===== src/rtl/uart_cfg_pkg.sv =====
// Shared types and constants for the configurable FIFO UART.
// Parity selector, TX/RX state encodings and oversampling constants.
package uart_cfg_pkg;

   typedef enum logic [1:0] {
      PAR_NONE = 2'd0,
      PAR_ODD  = 2'd1,
      PAR_EVEN = 2'd2
   } parity_e;

   typedef enum logic [2:0] {
      TX_IDLE,
      TX_START,
      TX_DATA,
      TX_PARITY,
      TX_STOP
   } tx_state_e;

   typedef enum logic [2:0] {
      RX_IDLE,
      RX_START,
      RX_DATA,
      RX_PARITY,
      RX_STOP,
      RX_WAIT_HIGH
   } rx_state_e;

   localparam int OVERSAMPLE = 16;
   localparam int MID_SAMPLE = 8;

   // Parity bit to send (or expect) given the XOR of the data bits.
   function automatic logic parity_bit(input logic data_xor, input logic odd_mode);
      return odd_mode ? ~data_xor : data_xor;
   endfunction

endpackage


===== src/rtl/fifo_sync_lvl.sv =====
// Synchronous first-word-fall-through FIFO with occupancy output.
// The head word is held in a register so it is stable and resets to zero;
// storage is a plain array without reset.
module fifo_sync_lvl #(
   parameter int pWidth = 8,
   parameter int pDepth = 8
) (
   input  logic                      clk_i,
   input  logic                      srst_i,
   input  logic                      wr_en_i,
   input  logic [pWidth-1:0]         wr_data_i,
   input  logic                      rd_en_i,
   output logic [pWidth-1:0]         rd_data_o,
   output logic                      full_o,
   output logic                      empty_o,
   output logic [$clog2(pDepth):0]   level_o
);
   import uart_cfg_pkg::*;

   localparam int AW = $clog2(pDepth);
   localparam int LW = AW + 1;

   logic [pWidth-1:0] mem [pDepth];
   logic [AW-1:0]     wr_ptr_q, wr_ptr_d;
   logic [AW-1:0]     rd_ptr_q, rd_ptr_d;
   logic [LW-1:0]     level_q, level_d;
   logic [pWidth-1:0] head_q, head_d;
   logic              full, empty, wr_ok, rd_ok;

   assign full  = (level_q == LW'(pDepth));
   assign empty = (level_q == '0);
   // A write into a full FIFO is only accepted when a read frees a slot in the same cycle.
   assign wr_ok = wr_en_i && (!full || rd_en_i);
   assign rd_ok = rd_en_i && !empty;

   // Pointer, level and head-word next state.
   always_comb begin
      wr_ptr_d = wr_ptr_q;
      rd_ptr_d = rd_ptr_q;
      level_d  = level_q + LW'(wr_ok) - LW'(rd_ok);
      head_d   = head_q;
      if (wr_ok) wr_ptr_d = wr_ptr_q + 1'b1;
      if (rd_ok) begin
         rd_ptr_d = rd_ptr_q + 1'b1;
         if (level_q > LW'(1))
            head_d = mem[rd_ptr_q + 1'b1];
         else if (wr_ok)
            head_d = wr_data_i;
      end else if (empty && wr_ok) begin
         head_d = wr_data_i;
      end
   end

   // Storage array write port.
   always_ff @(posedge clk_i) begin
      if (wr_ok) mem[wr_ptr_q] <= wr_data_i;
   end

   // Control and head registers.
   always_ff @(posedge clk_i) begin
      if (srst_i) begin
         wr_ptr_q <= '0;
         rd_ptr_q <= '0;
         level_q  <= '0;
         head_q   <= '0;
      end else begin
         wr_ptr_q <= wr_ptr_d;
         rd_ptr_q <= rd_ptr_d;
         level_q  <= level_d;
         head_q   <= head_d;
      end
   end

   assign rd_data_o = head_q;
   assign full_o    = full;
   assign empty_o   = empty;
   assign level_o   = level_q;

endmodule


===== src/rtl/uart_fifo_cfg.sv =====
// Configurable UART with TX/RX FIFOs, sticky RX error flags and 16x oversampled RX.
// Optional feature macro: UART_FIFO_CFG_LOOPBACK_EN adds iLoopback, which routes the
// internal TX serial line into the RX sampler and holds oTx high.
module uart_fifo_cfg #(
   parameter int pClkFreq     = 12_000_000,
   parameter int pBaudRate    = 9600,
   parameter int pDataBits    = 8,
   parameter int pParity      = 0,
   parameter int pStopBits    = 1,
   parameter int pTxFifoDepth = 8,
   parameter int pRxFifoDepth = 8
) (
   input  logic                          iClk,
   input  logic                          iRst,
   input  logic                          iTxEn,
   input  logic [pDataBits-1:0]          iTxData,
   output logic                          oTxFull,
   output logic [$clog2(pTxFifoDepth):0] oTxLevel,
   input  logic                          iRxEn,
   output logic [pDataBits-1:0]          oRxData,
   output logic                          oRxEmpty,
   output logic [$clog2(pRxFifoDepth):0] oRxLevel,
   input  logic                          iErrClr,
`ifdef UART_FIFO_CFG_LOOPBACK_EN
   input  logic                          iLoopback,
`endif
   input  logic                          iRx,
   output logic                          oTx,
   output logic                          oFrameErr,
   output logic                          oParErr,
   output logic                          oOverrun,
   output logic                          oRcvErr
);
   import uart_cfg_pkg::*;

   localparam int   DIV       = pClkFreq / (pBaudRate * OVERSAMPLE);
   localparam int   DIV_W     = (DIV > 1) ? $clog2(DIV) : 1;
   localparam logic PARITY_EN = (pParity != int'(PAR_NONE));
   localparam logic ODD_MODE  = (pParity == int'(PAR_ODD));

   // ---------------- oversample tick ----------------
   logic [DIV_W-1:0] tick_cnt_q;
   logic             tick;

   assign tick = (tick_cnt_q == DIV_W'(DIV - 1));

   // Free-running divider producing one tick per 1/16 bit.
   always_ff @(posedge iClk) begin
      if (iRst || tick) tick_cnt_q <= '0;
      else              tick_cnt_q <= tick_cnt_q + 1'b1;
   end

   // ---------------- FIFOs ----------------
   logic                 tx_pop, tx_empty;
   logic [pDataBits-1:0] tx_head;
   logic                 rx_push, rx_full;
   logic [pDataBits-1:0] rx_shift_q, rx_shift_d;

   fifo_sync_lvl #(.pWidth(pDataBits), .pDepth(pTxFifoDepth)) u_tx_fifo (
      .clk_i     (iClk),
      .srst_i    (iRst),
      .wr_en_i   (iTxEn),
      .wr_data_i (iTxData),
      .rd_en_i   (tx_pop),
      .rd_data_o (tx_head),
      .full_o    (oTxFull),
      .empty_o   (tx_empty),
      .level_o   (oTxLevel)
   );

   fifo_sync_lvl #(.pWidth(pDataBits), .pDepth(pRxFifoDepth)) u_rx_fifo (
      .clk_i     (iClk),
      .srst_i    (iRst),
      .wr_en_i   (rx_push),
      .wr_data_i (rx_shift_q),
      .rd_en_i   (iRxEn),
      .rd_data_o (oRxData),
      .full_o    (rx_full),
      .empty_o   (oRxEmpty),
      .level_o   (oRxLevel)
   );

   // ---------------- TX ----------------
   tx_state_e            tx_state_q, tx_state_d;
   logic [3:0]           tx_tcnt_q, tx_tcnt_d;
   logic [3:0]           tx_bit_q, tx_bit_d;
   logic [pDataBits-1:0] tx_shift_q, tx_shift_d;
   logic                 tx_par_q, tx_par_d;
   logic                 tx_line_q, tx_line_d;
   logic                 tx_bit_end;

   // The 4-bit tick counter wraps every 16 ticks, which marks each bit boundary.
   assign tx_bit_end = tick && (tx_tcnt_q == 4'(OVERSAMPLE - 1));

   // TX next state; the line value is derived from the next state so oTx is registered.
   always_comb begin
      tx_state_d = tx_state_q;
      tx_tcnt_d  = tick ? tx_tcnt_q + 1'b1 : tx_tcnt_q;
      tx_bit_d   = tx_bit_q;
      tx_shift_d = tx_shift_q;
      tx_par_d   = tx_par_q;
      tx_pop     = 1'b0;
      unique case (tx_state_q)
         TX_IDLE: begin
            if (!tx_empty && tick) begin
               tx_pop     = 1'b1;
               tx_shift_d = tx_head;
               tx_par_d   = parity_bit(^tx_head, ODD_MODE);
               tx_tcnt_d  = '0;
               tx_bit_d   = '0;
               tx_state_d = TX_START;
            end
         end
         TX_START: begin
            if (tx_bit_end) begin
               tx_bit_d   = '0;
               tx_state_d = TX_DATA;
            end
         end
         TX_DATA: begin
            if (tx_bit_end) begin
               tx_shift_d = tx_shift_q >> 1;
               if (tx_bit_q == 4'(pDataBits - 1)) begin
                  tx_bit_d   = '0;
                  tx_state_d = PARITY_EN ? TX_PARITY : TX_STOP;
               end else begin
                  tx_bit_d = tx_bit_q + 1'b1;
               end
            end
         end
         TX_PARITY: begin
            if (tx_bit_end) begin
               tx_bit_d   = '0;
               tx_state_d = TX_STOP;
            end
         end
         TX_STOP: begin
            if (tx_bit_end) begin
               if (tx_bit_q == 4'(pStopBits - 1)) begin
                  // Chain straight into the next frame when more data is queued.
                  if (!tx_empty) begin
                     tx_pop     = 1'b1;
                     tx_shift_d = tx_head;
                     tx_par_d   = parity_bit(^tx_head, ODD_MODE);
                     tx_tcnt_d  = '0;
                     tx_bit_d   = '0;
                     tx_state_d = TX_START;
                  end else begin
                     tx_state_d = TX_IDLE;
                  end
               end else begin
                  tx_bit_d = tx_bit_q + 1'b1;
               end
            end
         end
         default: tx_state_d = TX_IDLE;
      endcase

      unique case (tx_state_d)
         TX_START:  tx_line_d = 1'b0;
         TX_DATA:   tx_line_d = tx_shift_d[0];
         TX_PARITY: tx_line_d = tx_par_d;
         default:   tx_line_d = 1'b1;
      endcase
   end

   // TX state registers.
   always_ff @(posedge iClk) begin
      if (iRst) begin
         tx_state_q <= TX_IDLE;
         tx_tcnt_q  <= '0;
         tx_bit_q   <= '0;
         tx_shift_q <= '0;
         tx_par_q   <= 1'b0;
         tx_line_q  <= 1'b1;
      end else begin
         tx_state_q <= tx_state_d;
         tx_tcnt_q  <= tx_tcnt_d;
         tx_bit_q   <= tx_bit_d;
         tx_shift_q <= tx_shift_d;
         tx_par_q   <= tx_par_d;
         tx_line_q  <= tx_line_d;
      end
   end

   // ---------------- RX ----------------
   logic rx_src;
`ifdef UART_FIFO_CFG_LOOPBACK_EN
   assign rx_src = iLoopback ? tx_line_q : iRx;
   assign oTx    = iLoopback ? 1'b1 : tx_line_q;
`else
   assign rx_src = iRx;
   assign oTx    = tx_line_q;
`endif

   logic       rx_s1_q, rx_s2_q, rx_s3_q;
   rx_state_e  rx_state_q, rx_state_d;
   logic [3:0] rx_tcnt_q, rx_tcnt_d;
   logic [3:0] rx_bit_q, rx_bit_d;
   logic       rx_sample;
   logic       frame_set, par_set, overrun_set;

   // Two-flop synchroniser plus one delayed copy for falling-edge detection.
   always_ff @(posedge iClk) begin
      if (iRst) begin
         rx_s1_q <= 1'b1;
         rx_s2_q <= 1'b1;
         rx_s3_q <= 1'b1;
      end else begin
         rx_s1_q <= rx_src;
         rx_s2_q <= rx_s1_q;
         rx_s3_q <= rx_s2_q;
      end
   end

   // Sample points after the start-bit check fall 16 ticks apart, at bit centres.
   assign rx_sample = tick && (rx_tcnt_q == 4'(OVERSAMPLE - 1));

   // RX next state, word assembly and error event detection.
   always_comb begin
      rx_state_d = rx_state_q;
      rx_tcnt_d  = tick ? rx_tcnt_q + 1'b1 : rx_tcnt_q;
      rx_bit_d   = rx_bit_q;
      rx_shift_d = rx_shift_q;
      rx_push    = 1'b0;
      frame_set  = 1'b0;
      par_set    = 1'b0;
      unique case (rx_state_q)
         RX_IDLE: begin
            rx_tcnt_d = '0;
            if (!rx_s2_q && rx_s3_q) rx_state_d = RX_START;
         end
         RX_START: begin
            if (tick && rx_tcnt_q == 4'(MID_SAMPLE - 1)) begin
               rx_tcnt_d = '0;
               rx_bit_d  = '0;
               // A line that is high again at mid-start was only a glitch.
               rx_state_d = rx_s2_q ? RX_IDLE : RX_DATA;
            end
         end
         RX_DATA: begin
            if (rx_sample) begin
               rx_shift_d = {rx_s2_q, rx_shift_q[pDataBits-1:1]};
               if (rx_bit_q == 4'(pDataBits - 1)) begin
                  rx_state_d = PARITY_EN ? RX_PARITY : RX_STOP;
               end else begin
                  rx_bit_d = rx_bit_q + 1'b1;
               end
            end
         end
         RX_PARITY: begin
            if (rx_sample) begin
               par_set    = (rx_s2_q != parity_bit(^rx_shift_q, ODD_MODE));
               rx_state_d = RX_STOP;
            end
         end
         RX_STOP: begin
            if (rx_sample) begin
               if (!rx_s2_q) begin
                  frame_set  = 1'b1;
                  rx_state_d = RX_WAIT_HIGH;
               end else begin
                  rx_push    = 1'b1;
                  rx_state_d = RX_IDLE;
               end
            end
         end
         RX_WAIT_HIGH: begin
            if (rx_s2_q) rx_state_d = RX_IDLE;
         end
         default: rx_state_d = RX_IDLE;
      endcase
   end

   // A push that the FIFO cannot accept is an overrun; a same-cycle pop makes room.
   assign overrun_set = rx_push && rx_full && !iRxEn;

   // RX state registers.
   always_ff @(posedge iClk) begin
      if (iRst) begin
         rx_state_q <= RX_IDLE;
         rx_tcnt_q  <= '0;
         rx_bit_q   <= '0;
         rx_shift_q <= '0;
      end else begin
         rx_state_q <= rx_state_d;
         rx_tcnt_q  <= rx_tcnt_d;
         rx_bit_q   <= rx_bit_d;
         rx_shift_q <= rx_shift_d;
      end
   end

   // Sticky error flags; a new event in the clear cycle keeps the flag set.
   always_ff @(posedge iClk) begin
      if (iRst) begin
         oFrameErr <= 1'b0;
         oParErr   <= 1'b0;
         oOverrun  <= 1'b0;
      end else begin
         oFrameErr <= frame_set   | (oFrameErr & ~iErrClr);
         oParErr   <= par_set     | (oParErr   & ~iErrClr);
         oOverrun  <= overrun_set | (oOverrun  & ~iErrClr);
      end
   end

   assign oRcvErr = oFrameErr | oParErr | oOverrun;

endmodule


===== config.mk =====
export PLATFORM = sky130hd
export DESIGN_NAME = uart_fifo_cfg
export DESIGN_NICKNAME = d
export VERILOG_FILES = /design/src/rtl/uart_cfg_pkg.sv /design/src/rtl/fifo_sync_lvl.sv /design/src/rtl/uart_fifo_cfg.sv
export SDC_FILE = /design/constraint.sdc
export NUM_CORES = 1
export LEC_CHECK = 0
export ABC_CLOCK_PERIOD_IN_PS = 4200
export CAP_MARGIN = 20
export CORE_MARGIN = 3
export CORE_UTILIZATION = 60
export CTS_CLUSTER_DIAMETER = 80
export CTS_CLUSTER_SIZE = 20
export DETAILED_ROUTE_END_ITERATION = 10
export GPL_TIMING_DRIVEN = 0
export PLACE_DENSITY = 0.85
export SKIP_LAST_GASP = 1
export SLEW_MARGIN = 20
export SYNTH_ARGS = -nofsm -noshare
export SYNTH_HDL_FRONTEND = slang
export SYNTH_SLANG_ARGS = --single-unit
export TNS_END_PERCENT = 20

===== constraint.sdc =====
create_clock -name iClk -period 4.2 [get_ports iClk]
set_input_delay 0.84 -clock iClk [delete_from_list [all_inputs] [get_ports iClk]]
set_output_delay 0.84 -clock iClk [all_outputs]
set_load 0.01 [all_outputs]

==> impl_metrics.py <==
metrics = {
    "outcome": {
        "status": "finished, final reports clean",
    },
    "sta": {
        "setup_tns_ns": 0,
        "rsz0062_at_grt": "false",
        "hold_slack_ns": 0.419,
        "finalSetupViolations": 0,
        "max_freq_mhz": 297,
        "clock_skew_ns": 0.00927,
        "finalMaxSlewViolations": 0,
        "period_share_pct": 80.1,
        "min_period_ns": 3.36,
        "slew_headroom_pct": 28.6,
        "timing.final.ws_setup_ns": 0.837,
        "tightest_slew_ns": 1.07,
        "finalHoldViolCount": 0,
    },
    "final_layout": {
        "antennaDiodeCount": 0,
        "fill_cells": 1039,
        "fin_cells": 1007,
        "area_growth_pct": 11.7,
        "stdcell_area_um2": 10600,
        "drive_above_1_share_pct": 11.1,
        "nets": 828,
        "final_util_pct": 69.1,
    },
    "clock_network": {
        "cts_root_buffer": "clkbuf_16",
        "htreeDepth": 1,
        "numCtsBuffers": 14,
        "clkTransAtPathRegs_ns": 0.09,
        "cts_tree": "built",
        "cts.sinks": 217,
        "cts_hold_buf": 0,
        "cts_buffer_depth": 3,
        "cts_setup_buffers": 0,
        "insertion_delay_ns": 0.47,
        "post_cts_resized": 0,
    },
    "placement": {
        "portBuffers": 35,
        "place_area_um2": 10200,
        "post-place-ws_ns": 0.849,
        "place_congestion": 0.909,
        "dpl.cell_count": 983,
        "post-dp-hpwl_mm": 13.8,
    },
    "setup_path": {
        "cp_num_buf_inv": 3,
        "cp_max_fo": 10,
        "start_kind": "register",
        "required_ns": 4.53,
        "cp-end-kind": "register",
        "worst-setup-path-type": "register to register",
        "worstPathCellList": "inv_1, ha_1, or3b_1, and4_4, nand2_4, inv_1, o21ai_0, inv_1, ha_1, a21o_1, a21oi_1, xnor2_1, nor2_1",
        "crit_path_top_delay_cell": "o21ai_0",
        "cpPeakStageDelay_ns": 0.74,
        "cp.arrival_ns": 3.69,
        "crit_top_cell": "inv_1",
        "cp_top_family": "compound AO/OA/AOI/OAI gates",
    },
    "logic_synthesis": {
        "yosysSeqAreaShare_pct": 59.2,
        "ys_seq_elements": 217,
        "synthFlopType": "edfxtp_1",
        "synth_cell_types": 74,
        "syn_avg_cell_area_um2": 13.0,
        "syn_nets": 774,
        "yosysWarnings": 0,
        "synth_edf_count": 128,
        "netlist_instances": 734,
        "synth_top_area_cell": "edfxtp_1",
        "synth_area_leaders": "edfxtp_1 40%, dfxtp_1 19%, mux4_2 7.6%, ha_1 3.2%, mux2i_1 2.8%",
        "synth_common_cells": "128 x edfxtp_1, 89 x dfxtp_1, 49 x nor2_1",
        "synth.top_cell.area_share_pct": 40.4,
        "synth.cell_area_um2": 9510,
        "async_reset_ff_share_pct": 0,
        "yosysMostFrequentCell": "edfxtp_1",
    },
    "global_route": {
        "antenna_found_initial": 0,
        "met1_usage_pct": 30.7,
        "top_usage_layer": "met2",
        "grt_first_pass_wirelength_mm": 33.2,
        "met3_usage_pct": 3.32,
        "grt_max_degree": 22,
        "grt-ovfl-total": 0,
        "grt_pass1_vias": 6436,
        "grtUsageTotal_pct": 23.6,
        "use_met2_pct": 41.7,
    },
    "floorplanning": {
        "die_area_um2": 17400,
        "die_y_um": 132,
        "start_util_pct": 61.9,
        "core_um2": 15400,
        "io_pins": 37,
        "die_w_um": 132,
        "row_count": 45,
    },
    "detailed_routing": {
        "routed_wl_mm": 20.3,
        "vias": 6242,
        "wl_per_cell_um": 20.1,
        "drc": 0,
        "routed_via_density": 6.20,
        "drt.antenna.violating_nets": 0,
        "drt_first_iter_violations": 499,
        "dr.pass1.iters": 5,
    },
    "power": {
        "power_mw": 4.90,
        "vdd_ir_drop_max_mv": 0.472,
        "p_leak_nw": 3.50,
        "powerDensity_nw_per_um2": 462,
    },
    "hold_path": {
        "hold_path_class": "register to register",
    },
    "job": {
        "cap_viol_max_count": 0,
    },
}
==> cell type report <==
| type | count | area (um2) | share of cell area, % |
|---|---|---|---|
| Buffer | 34 | 163 | 1.53 |
| Clock buffer | 24 | 419 | 3.95 |
| Inverter | 30 | 113 | 1.06 |
| Multi-Input combinational cell | 453 | 3670 | 34.5 |
| Tap cell | 211 | 264 | 2.49 |
| Timing Repair Buffer | 38 | 373 | 3.51 |
| Sequential cell | 217 | 5630 | 53.0 |
==> placed cells by master, fill, tap and decap left out, types with 22 or more instances in the layout <==
master,count
nand2_1,36
inv_1,30
clkdlybuf4s50_1,35
a21oi_1,43
ha_1,24
mux4_2,32
mux2i_1,27
dfxtp_1,89
nor2_1,49
nand3_1,22
edfxtp_1,128
clkbuf_1,28
==> registers in the layout, indices dropped and copies added (netlist names), 3 cells and up <==
signal / cells
tx_tcnt_q: 4
u_tx_fifo.level_o: 4
u_tx_fifo.rd_ptr_q: 3
u_tx_fifo.mem: 64
rx_tcnt_q: 4
tick_cnt_q: 7
u_tx_fifo.wr_ptr_q: 3
rx_shift_q: 8
u_rx_fifo.rd_data_o: 8
rx_state_q: 3
tx_shift_q: 8
u_rx_fifo.mem: 64
tx_bit_q: 4
rx_bit_q: 4
u_tx_fifo.rd_data_o: 8
tx_state_q: 3
u_rx_fifo.level_o: 4
u_rx_fifo.wr_ptr_q: 3
u_rx_fifo.rd_ptr_q: 3
==> cells by family (layout without fill, tap and decap cells) <==
group / Yosys count / count (layout) / share of synthesized area, %
XOR/XNOR: 38 / 38 / 3.50
AND/OR/NAND/NOR: 202 / 202 / 11.4
multiplexers: 60 / 60 / 10.5
AO/OA/AOI/OAI: 127 / 127 / 8.91
adder cells (fa/ha/maj): 26 / 26 / 3.58
flip-flops: 217 / 217 / 59.2
buffers and inverters: 64 / 126 / 2.89
==> power by group <==
part / switching (mW) / internal, mW
logic: 0.597 / 0.535
registers: 0.0805 / 2.34
clock network: 0.668 / 0.684
total: 1.35 / 3.56
==> worst paths after layout <==
check	startpoint	endpoint	slack, ns	cells past startpoint
worst max-delay path	u_tx_fifo.level_o[2]	u_tx_fifo.level_o[3]	0.84	13
worst min register to register	rx_s1_q	rx_s2_q	0.42	1
worst min-delay path	rx_s1_q	rx_s2_q	0.42	1
worst max register to register	u_tx_fifo.level_o[2]	u_tx_fifo.level_o[3]	0.84	13
==> metal layers <==
metal	part of all wire, %	vias up	wire [um]
li1	-	2868	-
met1	41	3110	8320
met2	52	228	10500
met3	5.3	36	1070
met4	2.0	0	405
met5	0	-	0
Power figures use the tool's default switching activity.
